### src/rtl/vga_timing_pkg.sv
// Shared VGA 640x480@60 Hz timing constants.
// Imported by the sync generator and by downstream colour/font blocks, so
// every block agrees on the visible-area limits and the sync pulse windows.
// Contents: H_*/V_* porch and pulse defaults, derived totals, sync windows,
// coordinate width, default clock divider and a small range helper.
package vga_timing_pkg;

    localparam int COORD_W = 10;

    localparam int H_DISPLAY = 640;
    localparam int H_FRONT   = 16;
    localparam int H_RETRACE = 96;
    localparam int H_BACK    = 48;
    localparam int V_DISPLAY = 480;
    localparam int V_FRONT   = 10;
    localparam int V_RETRACE = 2;
    localparam int V_BACK    = 33;
    localparam int CLK_DIV   = 4;

    localparam int H_TOTAL = H_DISPLAY + H_FRONT + H_RETRACE + H_BACK;
    localparam int V_TOTAL = V_DISPLAY + V_FRONT + V_RETRACE + V_BACK;

    // Inclusive sync windows (656..751 and 490..491 with the defaults).
    localparam int HSYNC_START = H_DISPLAY + H_FRONT;
    localparam int HSYNC_END   = HSYNC_START + H_RETRACE - 1;
    localparam int VSYNC_START = V_DISPLAY + V_FRONT;
    localparam int VSYNC_END   = VSYNC_START + V_RETRACE - 1;

    // True when lo <= v <= hi.
    function automatic logic in_range(input logic [COORD_W-1:0] v,
                                      input logic [COORD_W-1:0] lo,
                                      input logic [COORD_W-1:0] hi);
        return (v >= lo) && (v <= hi);
    endfunction

endpackage

### src/rtl/pixel_tick_gen.sv
// Pixel-rate enable generator.
// Counts system clocks modulo CLK_DIV and emits a registered one-clock pulse
// in the cycle after the counter reaches CLK_DIV-1. With CLK_DIV = 1 the
// pulse is held high on every clock after the first post-reset edge.
// Ports:
//   clk    in  system clock
//   reset  in  asynchronous, active-high reset
//   p_tick out one-clock pulse every CLK_DIV clocks
module pixel_tick_gen #(
    parameter int CLK_DIV = 4
) (
    input  logic clk,
    input  logic reset,
    output logic p_tick
);

    localparam int DIV_W = (CLK_DIV > 1) ? $clog2(CLK_DIV) : 1;
    localparam logic [DIV_W-1:0] DIV_LAST = DIV_W'(CLK_DIV - 1);
    localparam logic [DIV_W-1:0] DIV_ONE  = DIV_W'(1);

    logic [DIV_W-1:0] div_count;

    always_ff @(posedge clk or posedge reset) begin
        if (reset) begin
            div_count <= '0;
            p_tick    <= 1'b0;
        end else begin
            p_tick    <= (div_count == DIV_LAST);
            div_count <= (div_count == DIV_LAST) ? '0 : div_count + DIV_ONE;
        end
    end

endmodule

### src/rtl/vga_sync_gen.sv
// VGA sync generator (640x480@60 Hz by default, from a 100 MHz clock).
// Produces pixel-rate enable, registered active-low hsync/vsync, video_on,
// pixel coordinates and a frame-start pulse. Downstream logic is qualified
// by p_tick.
// Ports:
//   clk        in  system clock
//   reset      in  asynchronous, active-high reset
//   hsync      out horizontal sync, active low, registered
//   vsync      out vertical sync, active low, registered
//   video_on   out high while (pixel_x, pixel_y) is in the visible area
//   p_tick     out one-clock pulse per pixel period
//   pixel_x    out current column, 0..H_TOTAL-1
//   pixel_y    out current line, 0..V_TOTAL-1
//   frame_tick out one-clock pulse on the p_tick of pixel (0,0)
module vga_sync_gen #(
    parameter int H_DISPLAY = vga_timing_pkg::H_DISPLAY,
    parameter int H_FRONT   = vga_timing_pkg::H_FRONT,
    parameter int H_RETRACE = vga_timing_pkg::H_RETRACE,
    parameter int H_BACK    = vga_timing_pkg::H_BACK,
    parameter int V_DISPLAY = vga_timing_pkg::V_DISPLAY,
    parameter int V_FRONT   = vga_timing_pkg::V_FRONT,
    parameter int V_RETRACE = vga_timing_pkg::V_RETRACE,
    parameter int V_BACK    = vga_timing_pkg::V_BACK,
    parameter int CLK_DIV   = vga_timing_pkg::CLK_DIV
) (
    input  logic                               clk,
    input  logic                               reset,
    output logic                               hsync,
    output logic                               vsync,
    output logic                               video_on,
    output logic                               p_tick,
    output logic [vga_timing_pkg::COORD_W-1:0] pixel_x,
    output logic [vga_timing_pkg::COORD_W-1:0] pixel_y,
    output logic                               frame_tick
);

    import vga_timing_pkg::*;

    localparam int H_TOT = H_DISPLAY + H_FRONT + H_RETRACE + H_BACK;
    localparam int V_TOT = V_DISPLAY + V_FRONT + V_RETRACE + V_BACK;

    // Counters are fixed at COORD_W bits; reject geometries that cannot fit.
    if (H_TOT > (1 << COORD_W) || V_TOT > (1 << COORD_W)) begin : g_bad_total
        $error("vga_sync_gen: H_TOTAL/V_TOTAL exceed the 10-bit counter range");
    end
    if (CLK_DIV < 1) begin : g_bad_div
        $error("vga_sync_gen: CLK_DIV must be at least 1");
    end

    localparam logic [COORD_W-1:0] H_LAST   = COORD_W'(H_TOT - 1);
    localparam logic [COORD_W-1:0] V_LAST   = COORD_W'(V_TOT - 1);
    localparam logic [COORD_W-1:0] H_VIS    = COORD_W'(H_DISPLAY);
    localparam logic [COORD_W-1:0] V_VIS    = COORD_W'(V_DISPLAY);
    localparam logic [COORD_W-1:0] HS_START = COORD_W'(H_DISPLAY + H_FRONT);
    localparam logic [COORD_W-1:0] HS_END   = COORD_W'(H_DISPLAY + H_FRONT + H_RETRACE - 1);
    localparam logic [COORD_W-1:0] VS_START = COORD_W'(V_DISPLAY + V_FRONT);
    localparam logic [COORD_W-1:0] VS_END   = COORD_W'(V_DISPLAY + V_FRONT + V_RETRACE - 1);
    localparam logic [COORD_W-1:0] ONE      = COORD_W'(1);

    logic [COORD_W-1:0] h_count, v_count;
    logic [COORD_W-1:0] h_next, v_next;

    pixel_tick_gen #(
        .CLK_DIV(CLK_DIV)
    ) u_tick (
        .clk   (clk),
        .reset (reset),
        .p_tick(p_tick)
    );

    // Next-state counters; the line wrap and frame wrap share one edge.
    always_comb begin
        h_next = h_count;
        v_next = v_count;
        if (p_tick) begin
            if (h_count == H_LAST) begin
                h_next = '0;
                v_next = (v_count == V_LAST) ? '0 : v_count + ONE;
            end else begin
                h_next = h_count + ONE;
            end
        end
    end

    // Syncs are decoded from the next-state counters so that the registered
    // sync changes on the same edge as the coordinate it describes.
    always_ff @(posedge clk or posedge reset) begin
        if (reset) begin
            h_count <= '0;
            v_count <= '0;
            hsync   <= 1'b1;
            vsync   <= 1'b1;
        end else begin
            h_count <= h_next;
            v_count <= v_next;
            hsync   <= !in_range(h_next, HS_START, HS_END);
            vsync   <= !in_range(v_next, VS_START, VS_END);
        end
    end

    assign pixel_x    = h_count;
    assign pixel_y    = v_count;
    assign video_on   = (h_count < H_VIS) && (v_count < V_VIS);
    assign frame_tick = p_tick && (h_count == '0) && (v_count == '0);

endmodule

### config.mk
export PLATFORM = sky130hd
export DESIGN_NAME = vga_sync_gen
export DESIGN_NICKNAME = d
export VERILOG_FILES = /design/src/rtl/vga_timing_pkg.sv /design/src/rtl/pixel_tick_gen.sv /design/src/rtl/vga_sync_gen.sv
export SDC_FILE = /design/constraint.sdc
export NUM_CORES = 1
export LEC_CHECK = 0
export ABC_AREA = 1
export CORE_MARGIN = 3
export CORE_UTILIZATION = 52
export CTS_CLUSTER_SIZE = 12
export DETAILED_ROUTE_END_ITERATION = 7
export PLACE_DENSITY = 0.8
export SLEW_MARGIN = 5
export SYNTH_ARGS = -nofsm -noshare
export SYNTH_HDL_FRONTEND = slang
export SYNTH_SLANG_ARGS = --single-unit
### constraint.sdc
create_clock -name clk -period 2.12 [get_ports clk]
set_clock_uncertainty 0.15 [all_clocks]
set_input_delay 0.318 -clock clk [delete_from_list [all_inputs] [get_ports clk]]
set_output_delay 0.318 -clock clk [all_outputs]
set_load 0.005 [all_outputs]
Word level (Yosys, flattened, before mapping)
Cells that the tools add are included.
{"block": "classes", "n_addsub": 3, "n_lt_le_gt_ge": 6, "eq_ne": 3, "n_mux": 6, "reduce_logical": 9}
{"operator": "10-bit two-way mux", "n": 5}
{"operator": "10-bit by 1-bit adder with 10-bit output, second input constant", "n": 2}
{"operator": "10-bit equality test, second input constant", "n": 2}
{"operator": "10-bit logical NOT", "n": 2}
{"operator": "10-bit >= comparator, second input constant", "n": 1}
{"operator": "10-bit by 9-bit >= comparator with 1-bit output, second input constant", "n": 1}
{"operator": "10-bit less-or-equal comparator, second input constant", "n": 1}
{"operator": "10-bit by 9-bit less-or-equal comparator with 1-bit output, second input constant", "n": 1}
{"operator": "10-bit less-than comparator, second input constant", "n": 1}
{"operator": "10-bit by 9-bit less-than comparator with 1-bit output, second input constant", "n": 1}
{"operator": "1-bit logical AND", "n": 5}
{"operator": "2-bit by 1-bit adder with 2-bit output, second input constant", "n": 1}
{"operator": "2-bit equality test, second input constant", "n": 1}
{"operator": "1-bit logical NOT", "n": 2}
{"operator": "2-bit two-way mux", "n": 1}
{"block": "totals", "regBits": 25, "output_inout_bits": 25, "wordCells": 33}

Longest topological paths before layout
Gate-level depths: netlist of run 1.
{"block": "depth", "depth_word": 7, "depth_mapped": 12}

Hierarchy
A second synthesis of run 1 with hierarchy kept.
{"block": "unflattened", "cells_unflattened": 240, "area_unflattened_um2": 1686.6}
{"mod": "vga_sync_gen", "n_inst": 1, "cells_each": 234, "area_each_um2": 1591.5, "seq_area_each_um2": 553.0}
{"mod": "pixel_tick_gen", "n_inst": 1, "cells_each": 6, "area_each_um2": 95.1, "seq_area_each_um2": 75.1}

Worst setup path before layout of run 1
OpenSTA, ideal clock, no wires.
{"block": "synth_timing", "path_kind": "flip-flop to output port", "startpoint": "reg u_tick.p_tick", "endpoint": "out frame_tick", "arrival_time_ns": 1.193, "required_ns": 1.652, "path_slack_ns": 0.459, "stages_incl_launch_ff": 5, "path_cell_list": "dfrtp_1 buf_6 clkbuf_1 nand4_1 nor4_1"}
{"block": "synth_via", "elab_chain_len": 2}
{"element": "start, declared", "line_no": "pixel_tick_gen.sv:14", "rtl": "output logic p_tick"}
{"element": "start signal, assigned", "line_no": "pixel_tick_gen.sv:28", "rtl": "p_tick <= (div_count == DIV_LAST);"}
{"element": "1-bit logical AND (2 in series)", "line_no": "vga_sync_gen.sv:104", "rtl": "assign frame_tick = p_tick && (h_count == '0) && (v_count == '0);"}
{"element": "end, declared", "line_no": "vga_sync_gen.sv:34", "rtl": "output logic frame_tick"}
No other way between the ends.

Worst setup path in the final report of run 1
{"block": "layout_timing", "startpoint": "reg h_count[8], in the netlist pixel_x[8]", "endpoint": "out video_on"}
{"block": "layout_via", "elab_chain_len": 2}
{"element": "start, declared", "line_no": "vga_sync_gen.sv:60", "rtl": "logic [COORD_W-1:0] h_count, v_count;"}
{"element": "start signal, assigned", "line_no": "vga_sync_gen.sv:94", "rtl": "h_count <= h_next;"}
{"element": "10-bit less-than comparator", "line_no": "vga_sync_gen.sv:103", "rtl": "assign video_on = (h_count < H_VIS) && (v_count < V_VIS);"}
{"element": "1-bit logical AND", "line_no": "vga_sync_gen.sv:103"}
{"element": "end, declared", "line_no": "vga_sync_gen.sv:30", "rtl": "output logic video_on,"}
No other way between the ends.

==> results.tsv, run 1 <==
stage	metric	value	unit
power	Lkg Pwr	1.07	nW
floorplanning	die footprint	0.00374	mm2
setup_path	crit path DAT	1.53	ns
synth	Avg Cell Area, Syn	7.86	um2
timing	post-route minimum period	2.00	ns
power	combinational power share	1.7	%
layout	fraction of layout instances using a drive strength above 1	23.8	%
clock_network	CTS Buffer Depth	2	
routing	metal3 WL	197	um
clock_network	htree depth	1	
grt	number of global-route vias before repair	1320	
setup_path	Largest delay share family, worst path	buffers and inverters	
timing	worst relative slew slack	76.6	%
clock_network	clk sink count	25	
synth	number of synthesized flops with an enable pin	0	
routing	Routed WL	3580	um
routing	wire length on met2	1600	um
routing	top layer in use	met4	
routing	DRT Pass-1 Iters	4	
setup_path	Worst Setup End Kind	output pin	
routing	Final ANT Viol Nets	0	
setup_path	Crit-path slowest cell	dfrtp_1	
floorplanning	number of I/O pins	27	
hold_path	worst hold path class	in -> async	
power	power density over cell area	347	mW/mm2
clock_network	Setup Buffers After CTS	0	
clock_network	Num CTS Buffers	3	
status	status	finished clean	
synth	Yosys warning count	0	
place	RD Place Congestion	0.886	
timing	Hold Vio Cnt, Final	0	
routing	vias per cell	5.05	
floorplanning	row count	19	
setup_path	WS Path Type	reg -> out	
floorplanning	CORE AREA	0.00283	mm2
routing	met1 WL	1740	um
place	input/output buffers	26	
layout	Register Area	628	um2
power	Seq pwr share	67.2	%
routing	Vias	1409	
place	placed inst area	0.00201	mm2
timing	RSZ-0062 raised after global routing	no	
job	max-cap violations	0	
clock_network	CTS tree	built	
setup_path	Setup crit start kind	flop	
synth	post-synth design cell area	0.00158	mm2
power	Pint	0.000551	W
synth	Synth async-reset ratio	100	%
grt	GR Overflow Total	0	
clock_network	clock latency on the worst-skew pair	0.33	ns
setup_path	CP peak stage delay	0.44	ns
timing	Final setup viols	0	
routing	Avg WL per Cell	12.8	um
power	Switching Share	22.4	%
grt	Tot GR Track Use	22.3	%
synth	Synth cell types	31	
timing	Worst-Margin Slew	0.350	ns
synth	#FFs+latches synth	25	
layout	Syn-to-layout area delta	29.7	%
power	Clock Power Share	31.1	%
layout	n_diodes	0	
layout	final instance area	0.00205	mm2
power	switching pwr	0.000159	W
timing	max-slew violation count	0	
floorplanning	Die H	61.1	um
floorplanning	Initial Utilization	55.9	%
routing	Residual DRC	0	
layout	area of the multi-input gates	795	um2
grt	initial antenna violation count	0	
setup_path	Worst Path Max Fanout	5	
synth	Post-Syn Instances	201	
timing	Setup TNS	0	ns
setup_path	crit path buf inv count	3	
place	Final HPWL DP	2820	um
clock_network	clock-pin slew on the worst setup and hold paths	0.14	ns
power	Peak VDD IR	0.439	mV
layout	Fillers	215	
timing	Final Cycle Share	94.4	%
synth	syn_nets	208	
timing	Peak Freq	500	MHz
setup_path	worst path cell trace	buf_4 > inv_1 > a21oi_1 > a211oi_1 > dlygate4sd2_1	
synth	Synth Flop Type	dfrtp_1	
setup_path	CP Data Required Time	1.65	ns
grt	largest net degree at the start of global routing	26	
setup_path	R2R Setup Slk	0.27	ns
layout	nets@finish	256	
routing	starting DRC count in detailed routing	64	
synth	post-synthesis sequential area ratio	39.7	%
floorplanning	Die X	61.1	um
grt	first-pass GRT wire length	6020	um
clock_network	Root Driver	clkbuf_4	
==> cells in the final DEF (no fill, tap or decap), types with 2 or more instances in the layout <==
master and instances:
nand4_1 7, nand3_1 13, xor2_1 3, nand3_2 6
clkdlybuf4s50_1 24, nor2_8 2, buf_4 19, o21ai_0 5
ha_1 4, nand2_2 5, dfrtp_1 23, o21ai_1 4
nor2_2 3, nor4_2 3, a21oi_1 3, dfstp_2 2
inv_1 37, nand2_1 48, nor2_1 14, clkbuf_4 3
inv_2 5
==> state kept, by name, indices dropped and copies added, names as in the netlist <==
name              flops
u_tick.p_tick         1
pixel_x              10
u_tick.div_count      2
hsync                 1
pixel_y              10
vsync                 1
==> cell usage after synthesis, types with 2 or more instances <==
cell      n  area share, %
nand2_1  48             11
nand2_2   5            2.0
dfstp_2   2            3.3
a21oi_1   3           0.95
nand4_1   7            2.8
xor2_1    3            1.7
inv_2     5            1.2
o21ai_1   4            1.3
o21ai_0   5            1.6
nand3_2   6            3.8
ha_1      5            4.0
nor2_8    2            2.5
inv_1    37            8.8
nor4_1    3            1.2
dfrtp_1  23             36
nand3_1  13            4.1
nor2_1   14            3.3
nor2_2    3            1.2
==> repair_timing <==
item                                    CTS  global route
endpoints found under the setup margin    2             1
gates resized for setup                   4             4
endpoints found under the hold margin     0             0
cloned                                    0             0
hold buffers                              0             0
==> metal layers <==
metal | GRT usage (%) | vias to the layer above
met4 | 8.36 | 0
li1 | - | 725
met1 | 32.2 | 639
met2 | 33.1 | 41
met5 | 0 | -
met3 | 3.98 | 4
==> power by group through the flow <==
| stage | clock (W) | combinational [W] | sequential [W] |
|---|---|---|---|
| after floorplan | 0 | 0.00000706 | 0.000486 |
| after global placement | 0 | 0.0000130 | 0.000486 |
| after detailed placement | 0 | 0.0000131 | 0.000486 |
| after CTS | 0.000229 | 0.0000131 | 0.000477 |
| after global routing | 0.000240 | 0.0000145 | 0.000477 |
| final | 0.000221 | 0.0000122 | 0.000477 |
==> stage by stage <==
| step | total power, W | worst slack, ns | hold slack, ns | util [%] | cells |
|---|---|---|---|---|---|
| 2_1_floorplan | 0.000493 | 0.459 | 0.194 | - | 201 |
| 3_3_place_gp | 0.000499 | 0.138 | 0.270 | 70.9 | 275 |
| 3_5_place_dp | 0.000499 | 0.108 | 0.270 | 70.9 | 275 |
| 4_1_cts | 0.000719 | 0.0509 | 0.176 | 72.3 | 279 |
| 5_1_grt | 0.000732 | 0.0605 | 0.227 | 72.4 | 279 |
| 6_report | 0.000710 | 0.119 | 0.170 | 72.4 | 279 |
==> kinds of logic after synthesis <==
group | Yosys count | share of synthesized area [%]
simple gates | 106 | 36.3
buf+inv | 45 | 11.3
flops | 25 | 39.7
compound gates | 16 | 6.49
fa+ha+maj | 5 | 3.96
xor+xnor | 4 | 2.22
==> final cells by class <==
class                      count  share of cell area [%]
multi-input combinational    131                    38.8
timing repair buffer          45                    19.4
sequential                    25                    30.6
tap                           31                    1.89
clock inverter                 1                   0.244
inverter                      43                    8.00
clock buffer                   3                    1.10
==> path summary, 6_finish.rpt <==
| path | from | endpoint | cells after the start |
|---|---|---|---|
| setup / recovery | pixel_x[8]$_DFF_PP0_ | video_on | 5 |
| hold / removal | reset | u_tick.div_count[0]$_DFF_PP0_ | 3 |
| setup reg to reg | u_tick.p_tick$_DFF_PP0_ | hsync$_DFF_PP1_ | 8 |
| hold reg to reg | u_tick.div_count[0]$_DFF_PP0_ | u_tick.div_count[0]$_DFF_PP0_ | 1 |
| max in group asynchronous | reset | vsync$_DFF_PP1_ | 3 |
| min in group clk | u_tick.div_count[0]$_DFF_PP0_ | u_tick.div_count[0]$_DFF_PP0_ | 1 |
==> worst min-delay path, cell delays in order <==
cell,delay [ns]
clkdlybuf4s50_1,0.40
inv_1,0.05
buf_4,0.30
Note: power is estimated with default switching activity, not from simulation.
==> run 2, diff against run 1 <==
--- a/config.mk
+++ b/config.mk
@@ -10,7 +10,9 @@
 export CORE_UTILIZATION = 52
 export CTS_CLUSTER_SIZE = 12
 export DETAILED_ROUTE_END_ITERATION = 7
+export MAX_ROUTING_LAYER = met4
 export PLACE_DENSITY = 0.8
+export SETUP_SLACK_MARGIN = 0.4
 export SLEW_MARGIN = 5
 export SYNTH_ARGS = -nofsm -noshare
 export SYNTH_HDL_FRONTEND = slang
==> results.tsv, run 2 (synthesized netlist as in run 1, its figures left out) <==
stage	metric	value	unit	change
status	status	finished clean		
clock_network	Num CTS Buffers	3		unchanged
grt	Tot GR Track Use	27.6	%	+5.3 points
floorplanning	row count	19		unchanged
layout	most frequent cells in the layout	nand2_1, buf_4, inv_1, dfrtp_1		
timing	Final setup viols	0		unchanged
setup_path	most frequent CP cell	inv_1		
timing	Hold Vio Cnt, Final	0		unchanged
clock_network	Root Driver	clkbuf_4		
routing	Final ANT Viol Nets	0		unchanged
power	power density over cell area	288	mW/mm2	-17%
setup_path	Worst Setup End Kind	output pin		
routing	vias per cell	5.87		+16%
setup_path	Setup crit start kind	flop		
clock_network	CTS tree	built		
layout	nets@finish	289		+13%
routing	DRT Pass-1 Iters	5		+1
routing	Residual DRC	0		unchanged
setup_path	Worst Path Max Fanout	3		-2
clock_network	CTS Buffer Depth	2		unchanged
grt	largest net degree at the start of global routing	26		unchanged
setup_path	CP peak stage delay	0.42	ns	-0.02 ns
place	RD Place Congestion	0.901		+1.7%
layout	Syn-to-layout area delta	59.2	%	
floorplanning	CORE AREA	0.00283	mm2	unchanged
timing	Final Cycle Share	98.7	%	+4.3 points
place	input/output buffers	26		unchanged
setup_path	Crit-path slowest cell	dfrtp_1		
setup_path	r2r worst-path depth	12		+4
layout	n_diodes	0		unchanged
routing	starting DRC count in detailed routing	200		+210%
place	Final HPWL DP	2820	um	unchanged
setup_path	CP Data Required Time	1.65	ns	about the same
routing	Vias	1832		+30%
layout	Register Area	628	um2	unchanged
timing	worst relative slew slack	76.0	%	-0.67 points
routing	Avg WL per Cell	20.1	um	+56%
grt	M1 GR Usage	34.7	%	+2.4 points
clock_network	htree depth	1		unchanged
layout	area of the multi-input gates	965	um2	+21%
place	placed inst area	0.00201	mm2	unchanged
hold_path	worst hold path class	in -> async		
grt	GR Overflow Total	0		unchanged
grt	first-pass GRT wire length	7240	um	+20%
grt	initial antenna violation count	0		unchanged
layout	most common cell after layout, fill and taps aside	nand2_1		
floorplanning	number of I/O pins	27		unchanged
grt	met2 Resource Use GR	45.6	%	+13 points
timing	post-route minimum period	2.09	ns	+0.0907 ns
layout	final instance area	0.00252	mm2	+23%
layout	Fillers	123		-43%
floorplanning	Die H	61.1	um	unchanged
setup_path	WS Path Type	reg -> out		
floorplanning	Die X	61.1	um	unchanged
layout	fraction of layout instances using a drive strength above 1	44.1	%	+20 points
setup_path	worst path cell trace	inv_1 > nand2_1 > nor2_1 > inv_1 > nor4_2 > buf_2		
power	Peak VDD IR	0.396	mV	-9.8%
setup_path	crit path DAT	1.62	ns	+0.09 ns
job	max-cap violations	0		unchanged
timing	Peak Freq	478	MHz	-4.3%
clock_network	clk sink count	25		unchanged
floorplanning	Initial Utilization	55.9	%	unchanged
clock_network	CTS Hold Bufs	0		unchanged
clock_network	clock latency on the worst-skew pair	0.35	ns	+0.02 ns
timing	max-slew violation count	0		unchanged
clock_network	clock-pin slew on the worst setup and hold paths	0.15	ns	about the same
timing	final hold slack	0.162	ns	-0.00756 ns
timing	RSZ-0062 raised after global routing	yes		
grt	M3 GR Usage	3.14	%	-0.84 points
routing	Routed WL	6270	um	+75%
grt	number of global-route vias before repair	1523		+15%
floorplanning	die footprint	0.00374	mm2	unchanged
timing	Worst-Margin Slew	0.358	ns	+0.00745 ns
power	Lkg Pwr	1.41	nW	+32%
grt	Most Used Layer, Global Route	met2		
run 2: cell types whose count changed in the layout (fill, tap and decap cells not counted), moves of 6 or more:
cell,change
clkdlybuf4s50_1,-23
inv_1,-7
inv_2,+6
buf_6,+16
nand2_1,-11
buf_4,+15
nand2_2,+6
dlygate4sd2_1,+15
run 2: final timing paths:
path / from / to / slack (ns)
worst max register to register: pixel_y[9]$_DFF_PP0_ / vsync$_DFF_PP1_ / 0.08
min in group clk: u_tick.div_count[0]$_DFF_PP0_ / u_tick.div_count[0]$_DFF_PP0_ / 0.29
max in group asynchronous: reset / vsync$_DFF_PP1_ / 1.36
worst min-delay path: reset / pixel_y[7]$_DFF_PP0_ / 0.16
worst max-delay path: pixel_y[6]$_DFF_PP0_ / frame_tick / 0.03
worst min register to register: u_tick.div_count[0]$_DFF_PP0_ / u_tick.div_count[0]$_DFF_PP0_ / 0.29
run 2: power by group:
part           total (W)  leakage [nW]  internal (W)  switching (W)
Combinational  0.0000130          1.07    0.00000296      0.0000101
Sequential      0.000477         0.328      0.000477              0
Clock           0.000235        0.0177     0.0000714       0.000164
Total           0.000725          1.41      0.000552       0.000174
run 2: per-layer routing:
layer	vias up	part of all wire (%)
li1	789	-
met1	871	39
met2	136	48
met3	36	9.2
met4	0	4.0
met5	-	0
run 2: layout make-up:
| type | instances | share of cell area [%] |
|---|---|---|
| Multi-Input combinational cell | 132 | 38.3 |
| Timing Repair Buffer | 77 | 27.4 |
| Sequential cell | 25 | 25.0 |
| Inverter | 43 | 6.61 |
| Tap cell | 31 | 1.54 |
| Clock buffer | 3 | 0.895 |
| Clock inverter | 1 | 0.199 |
run 2: stage by stage:
stage | TNS (ns) | setup WS (ns) | total power [W] | utilization (%) | cells
floorplan | 0 | 0.459 | 0.000493 | - | 201
global placement | 0 | 0.138 | 0.000499 | 70.9 | 275
detailed placement | 0 | 0.108 | 0.000499 | 70.9 | 275
CTS | 0 | 0.122 | 0.000719 | 79.8 | 298
global route | -0.0179 | -0.0179 | 0.000737 | 88.9 | 312
finish | 0 | 0.0283 | 0.000725 | 88.9 | 312
run 2: worst max-delay path, delay by kind of cell, from the launching register on:
family,cells,cell delay (ns)
DFF,1,0.42
buffers and inverters,3,0.37
and+or+nand+nor,3,0.47
run 2: timing repair:
action | CTS | global route
gates resized for setup | 55 | 46
buffers inserted | 19 | 13
cloned | 0 | 1
pin swaps | 19 | 32
endpoints found under the setup margin | 28 | 22
==> run 3, diff against run 2 <==
--- a/config.mk
+++ b/config.mk
@@ -6,6 +6,7 @@
 export NUM_CORES = 1
 export LEC_CHECK = 0
 export ABC_AREA = 1
+export CAP_MARGIN = 10
 export CORE_MARGIN = 3
 export CORE_UTILIZATION = 52
 export CTS_CLUSTER_SIZE = 12
==> results of run 3 <==
Final layout, timing and power as in run 2 (identical DEF).
